===== config.mk =====
export PLATFORM = sky130hd
export DESIGN_NAME = pipeline_ctrl
export DESIGN_NICKNAME = d
export VERILOG_FILES = /design/src/rtl/pipeline_ctrl_pkg.sv /design/src/rtl/pipe_cycle_counter.sv /design/src/rtl/pipeline_ctrl.sv
export SDC_FILE = /design/constraint.sdc
export NUM_CORES = 1
export LEC_CHECK = 0
export CORE_UTILIZATION = 41
export CTS_BUF_LIST = sky130_fd_sc_hd__clkbuf_4
export CTS_CLUSTER_DIAMETER = 80
export DETAILED_ROUTE_END_ITERATION = 8
export PLACE_DENSITY = 0.87
export SETUP_SLACK_MARGIN = 0.3
export SYNTH_ARGS = -nofsm -noshare
export SYNTH_HDL_FRONTEND = slang
export SYNTH_SLANG_ARGS = --single-unit

===== constraint.sdc =====
create_clock -name clock_i -period 2.9 [get_ports clock_i]
set_input_delay 0.435 -clock clock_i [delete_from_list [all_inputs] [get_ports clock_i]]
set_output_delay 0.435 -clock clock_i [all_outputs]
set_load 0.01 [all_outputs]

===== src/rtl/pipeline_ctrl_pkg.sv =====
// Shared types and defaults for the pipeline run/step/halt controller.
// State encodings are fixed because state_o exposes them.
package pipeline_ctrl_pkg;

    localparam int STATE_W          = 3;
    localparam int DRAIN_CYCLES_DEF = 4;

    typedef enum logic [STATE_W-1:0] {
        ST_IDLE   = 3'd0,
        ST_RUN    = 3'd1,
        ST_STEP   = 3'd2,
        ST_DRAIN  = 3'd3,
        ST_HALTED = 3'd4
    } state_t;

    // A zero-length drain would never let the halt reach write-back
    function automatic int eff_drain(input int n);
        return (n < 1) ? 1 : n;
    endfunction

endpackage


===== src/rtl/pipe_cycle_counter.sv =====
// Saturating counter of advancing pipeline cycles.
// Synchronous active-low reset.
module pipe_cycle_counter #(
    parameter int NB = 32
) (
    input  logic          clock,
    input  logic          reset,
    input  logic          enable,
    output logic [NB-1:0] count
);

    logic [NB-1:0] r_count;

    always_ff @(posedge clock) begin
        if (!reset) begin
            r_count <= '0;
        end else if (enable && (r_count != '1)) begin
            r_count <= r_count + NB'(1);
        end
    end

    assign count = r_count;

endmodule


===== src/rtl/pipeline_ctrl.sv =====
// Pipeline run/step/halt controller with halt drain and cycle counter.
// Define PIPE_CTRL_CYCLE_CNT_EN to build the saturating cycle counter.
module pipeline_ctrl
    import pipeline_ctrl_pkg::*;
#(
    parameter int NB_CYCLES    = 32,
    parameter int DRAIN_CYCLES = DRAIN_CYCLES_DEF
) (
    input  logic                 clock_i,
    input  logic                 reset_i,
    input  logic                 run_req_i,
    input  logic                 step_req_i,
    input  logic                 halt_detected_i,
    input  logic                 mem_busy_i,
    output logic                 en_pipeline_o,
    output logic [STATE_W-1:0]   state_o,
    output logic                 halted_o,
    output logic                 step_done_o,
    output logic [NB_CYCLES-1:0] cycle_count_o
);

    localparam int DC_EFF = eff_drain(DRAIN_CYCLES);
    localparam int DW     = $clog2(DC_EFF + 1);
    localparam logic [DW-1:0] DC_LOAD = DW'(DC_EFF);

    state_t        r_state;
    state_t        w_next_state;
    logic [DW-1:0] r_drain;
    logic [DW-1:0] w_drain_next;
    logic          r_step_done;
    logic          w_step_done_next;
    logic          w_en;

    assign w_en = ((r_state == ST_RUN) ||
                   (r_state == ST_STEP) ||
                   (r_state == ST_DRAIN)) && !mem_busy_i;

    always_ff @(posedge clock_i) begin
        if (!reset_i) begin
            r_state     <= ST_IDLE;
            r_drain     <= '0;
            r_step_done <= 1'b0;
        end else begin
            r_state     <= w_next_state;
            r_drain     <= w_drain_next;
            r_step_done <= w_step_done_next;
        end
    end

    always_comb begin
        w_next_state     = r_state;
        w_drain_next     = r_drain;
        w_step_done_next = 1'b0;
        unique case (r_state)
            ST_IDLE: begin
                if (run_req_i) begin
                    w_next_state = ST_RUN;
                end else if (step_req_i) begin
                    w_next_state = ST_STEP;
                end
            end
            ST_RUN: begin
                if (w_en && halt_detected_i) begin
                    w_next_state = ST_DRAIN;
                    w_drain_next = DC_LOAD;
                end
            end
            ST_STEP: begin
                if (w_en) begin
                    if (halt_detected_i) begin
                        w_next_state = ST_DRAIN;
                        w_drain_next = DC_LOAD;
                    end else begin
                        w_next_state     = ST_IDLE;
                        w_step_done_next = 1'b1;
                    end
                end
            end
            ST_DRAIN: begin
                if (w_en) begin
                    w_drain_next = r_drain - DW'(1);
                    if (r_drain == DW'(1)) begin
                        w_next_state = ST_HALTED;
                    end
                end
            end
            ST_HALTED: begin
                w_next_state = ST_HALTED;
            end
            default: begin
                w_next_state = ST_IDLE;
            end
        endcase
    end

    assign en_pipeline_o = w_en;
    assign state_o       = r_state;
    assign halted_o      = (r_state == ST_HALTED);
    assign step_done_o   = r_step_done;

`ifdef PIPE_CTRL_CYCLE_CNT_EN
    pipe_cycle_counter #(
        .NB(NB_CYCLES)
    ) u_cycle_counter (
        .clock  (clock_i),
        .reset  (reset_i),
        .enable (w_en),
        .count  (cycle_count_o)
    );
`else
    assign cycle_count_o = '0;
`endif

endmodule


Word level (Yosys, flattened, before mapping)

Cells that the tools add are included.

Memory bits (writable): 0
Memory bits (read-only): 0
Bits in latches: 0
Bits of input ports: 6
Output and inout port bits: 38
Register bits: 7
Memories: 0

Shift-type cells: 0
$lt $le $gt $ge: 0
Bitwise gates (word level): 0
Multiply operators: 0
Reductions and logical operators: 10
Eq/ne operators: 11
$add $sub $neg: 1
Div/mod/pow operators: 0
Mux-type cells: 14

Operator list:

| kind                                                                  | count |
|---|---|
| 3-bit 2-to-1 mux                                                      | 10 |
| 3-bit one-hot mux with 5 select lines                                 | 1 |
| 5-bit AND reduction                                                   | 2 |
| 3-bit one-hot mux with 3 select lines                                 | 1 |
| 3-bit by 1-bit equality test with 1-bit output, second input constant | 2 |
| 3-bit by 2-bit equality test with 1-bit output, second input constant | 2 |
| 2-bit != test, second input constant                                  | 3 |
| 2-bit by 1-bit != test with 1-bit output, second input constant       | 2 |
| 3-bit equality test, second input constant                            | 1 |
| 3-bit logical NOT                                                     | 1 |
| 3-bit != test, second input constant                                  | 1 |
| 3-bit AND reduction                                                   | 1 |
| 3-bit nonzero test                                                    | 1 |
| 3-bit by 1-bit subtractor with 3-bit output, second input constant    | 1 |
| 1-bit logical AND                                                     | 2 |
| 1-bit logical OR                                                      | 2 |
| 2-bit 2-to-1 mux                                                      | 1 |
| 1-bit logical NOT                                                     | 1 |
| 1-bit 2-to-1 mux                                                      | 1 |

Logic depth before layout (Yosys ltp)

Depth after elaboration: 7
Gate-level depth with buffers: 5

Least setup slack after synthesis

No wires, ideal clock.

Path kind: reg2out
Start: register r_state[1] (netlist: state_o[1])
End: output halted_o
Path buffers: 1
Data required time: 2.465 ns
Path slack: 1.558 ns
Stages on the path, launching flop included: 3
Arrival: 0.907 ns
Cells stage by stage: dfxtp_1 > buf_2 > nor3b_1

Longest elaborated chain between the ends: 1

RTL lines:

| what                     | line                | source |
|---|---|---|
| start: declaration       | pipeline_ctrl.sv:26 | `state_t r_state;` |
| start signal: assignment | pipeline_ctrl.sv:44 | `r_state <= w_next_state;` |
| 3-bit equality test      | pipeline_ctrl.sv:98 | `assign halted_o = (r_state == ST_HALTED);` |
| end: declaration         | pipeline_ctrl.sv:17 | `output logic halted_o,` |

No other way between the ends.

Worst setup path in the final report

Start: input mem_busy_i
End: output en_pipeline_o

Longest elaborated chain between the ends: 2

RTL lines:

| what               | line                | source |
|---|---|---|
| start: declaration | pipeline_ctrl.sv:14 | `input logic mem_busy_i,` |
| 1-bit logical NOT  | pipeline_ctrl.sv:36 | `(r_state == ST_DRAIN)) && !mem_busy_i;` |
| 1-bit logical AND  | pipeline_ctrl.sv:36 |  |
| end: declaration   | pipeline_ctrl.sv:15 | `output logic en_pipeline_o,` |

No other way between the ends.

==> results.cfg <==
[worst_setup_path]
path_buf_inv = 2
critPathRequiredTime_ps = 2470
cpLargestDelayFamily = buffers and inverters
crit_fanout = 4
end_kind = output pin
criticalPathCategory = input port to output pin
cp_data_arrival_time_ps = 1790
reg2reg_from = r_drain[1]$_SDFFE_PN0P_
critPathMaxStageDelay_ps = 520
path_cells = clkdlybuf4s50_1 > nor2_1 > o21a_1 > clkdlybuf4s50_1
crit_slowest_cell = clkdlybuf4s50_1
crit_top_cell = clkdlybuf4s50_1
r2r-end = state_o[1]$_SDFFE_PN0P_
cp-start-kind = input port
rrSetupSlack_ps = 1490
r2r_cells = 5

[routing]
drcViolationCount = 0
vias = 512
wl_per_cell_um = 10.1
first_iter_violations = 5
drt_wl_total_mm = 1.14
antenna_left = 0
drt-pass1-iter-count = 5
viasPerCell = 4.53

[min_path]
hold_end = r_drain[1]$_SDFFE_PN0P_
hp-start = r_drain[1]$_SDFFE_PN0P_
hold_depth = 2
min_path_type = flip-flop to flip-flop

[global_routing]
grt_pass1_wl_mm = 1.79
grt_max_degree = 16
grt_usage = 0.127
grt_pass1_vias = 427
gr-total-overflow = 0
antenna_found_initial = 0

[yosys]
syn_area_per_cell_um2 = 8.31
synth-seq-cells = 7
synth_top_family_by_area = buffers and inverters
synth_edf_count = 0
synth_compound_area_frac = 0.125
synth_ff_type = dfxtp_1
synth.area.mux_share = 0.0277
syn_inst = 87
synthAdderAreaFrac = 0.0502
synth.distinct_cells = 34
synthXorXnorAreaFrac = 0
syn_area_um2 = 723
synth_warnings = 0
ys_async_sr_fraction = 0
synth-seq-area-share = 0.194
synth-simple-area-share = 0.202

[sta]
fmax_mhz = 449
hold_viol_final = 0
finalCriticalPeriod_ps = 2230
fin_skew_ps = 0.629
fin_tns_setup_ps = 0
grt_setup_unrepaired = no
slew_viol_final = 0
fin_crit_sh = 0.769
whs_ps = 465
finalSetupViolations = 0

[final_layout]
layout_commonest_cell = conb_1
drive_gt1_frac = 0.0928
syn2layout_area_growth_pct = 0.692
final_cell_mix = conb_1, clkdlybuf4s50_1, dfxtp_1
nets = 106
antenna_cells = 0
final.fill_count = 155

[clock_network]
clock_path_buffers = 2
insertion_delay_ps = 250
ctsResizeCount = 0
cts_htree_levels = 1
path_clk_slew_ps = 50
clkSinkCount = 7
postCtsSetupBuffers = 0
ctsHoldBuffers = 0
tritoncts = done
cts-root-buf = clkbuf_4
cts_made_buffers = 3

[floorplan]
die_w_um = 44
start_util = 0.459
core_mm2 = 0.00158
dieArea_mm2 = 0.00194
io-pin-count = 44
std_cell_rows = 14
die_y_um = 44

[power]
ir_worst_vdd_uv = 290
power_density_mw_per_mm2 = 579
p_leak_nw = 0.328

[run]
maxCapViolations = 0

[placed_design]
routabilityCongestion = 0.796
hpwl_um = 902
numPortBuffers = 11

[status]
status = complete, no violations
## cell usage after synthesis (all sizes together), types with 2 or more instances
cell | number | share of area
nand4bb | 2 | 0.031
ha | 2 | 0.035
nand3 | 2 | 0.014
buf | 35 | 0.37
inv | 4 | 0.021
nor2 | 4 | 0.021
o21ai | 2 | 0.014
a21oi | 2 | 0.014
nand2 | 3 | 0.016
mux2i | 2 | 0.028
nor3 | 3 | 0.021
dfxtp | 7 | 0.19
## report_power, final
part	internal (mW)	switching, mW	leakage, nW
clock network	0.0617	0.0337	0.0184
logic	0.0866	0.0863	0.253
registers	0.112	0.0412	0.0571
total	0.260	0.161	0.328
## area by class of cell
type | count | area (µm²) | area share
Clock buffer | 4 | 30.0 | 0.0412
Inverter | 4 | 15.0 | 0.0206
Multi-Input combinational cell | 71 | 413 | 0.567
Sequential cell | 7 | 140 | 0.192
Tap cell | 16 | 20.0 | 0.0275
Timing Repair Buffer | 11 | 110 | 0.151
## per-stage QoR
| stage | cell area, µm² | utilization | std cells | setup WS, ps | total power, mW |
|---|---|---|---|---|---|
| 2_1_floorplan | 840 | - | 118 | 1560 | 0.312 |
| 3_3_place_gp | 698 | 0.443 | 109 | 706 | 0.321 |
| 3_5_place_dp | 698 | 0.443 | 109 | 673 | 0.327 |
| 4_1_cts | 728 | 0.462 | 113 | 663 | 0.426 |
| 5_1_grt | 728 | 0.462 | 113 | 561 | 0.454 |
| 6_report | 728 | 0.462 | 113 | 671 | 0.421 |
## flip-flops by register name, summed over array words and instances, names as in the netlist
signal	count
r_drain	3
state_o	3
step_done_o	1
## kinds of logic (layout without fill, tap and decap cells)
family	after synthesis	in the layout
adder cells (fa/ha/maj)	3	3
AO/OA/AOI/OAI	12	12
AND/OR/NAND/NOR	22	22
multiplexers	2	2
flip-flops	7	7
buffers and inverters	40	19
other	1	32
## routing by layer
metal | share of wire | global-route usage
met5 | 0 | 0
met4 | 0 | 0.0667
met3 | 0.098 | 0.0708
met2 | 0.49 | 0.197
met1 | 0.41 | 0.139
## worst max-delay path by stage
stage / slack, ps / cells past startpoint / start / end
after floorplan: 1560 / 2 / state_o[1]$_SDFFE_PN0P_ / halted_o
after global placement: 710 / 4 / mem_busy_i / en_pipeline_o
after detailed placement: 670 / 4 / mem_busy_i / en_pipeline_o
after CTS: 660 / 4 / mem_busy_i / en_pipeline_o
after global routing: 560 / 4 / mem_busy_i / en_pipeline_o
final: 670 / 4 / mem_busy_i / en_pipeline_o
## tightest hold or removal path, stage by stage (launching register included)
cell and delay [ps]:
dfxtp_1 310, nand2_1 50, mux2i_1 50
(Power assumes the default switching activity.)
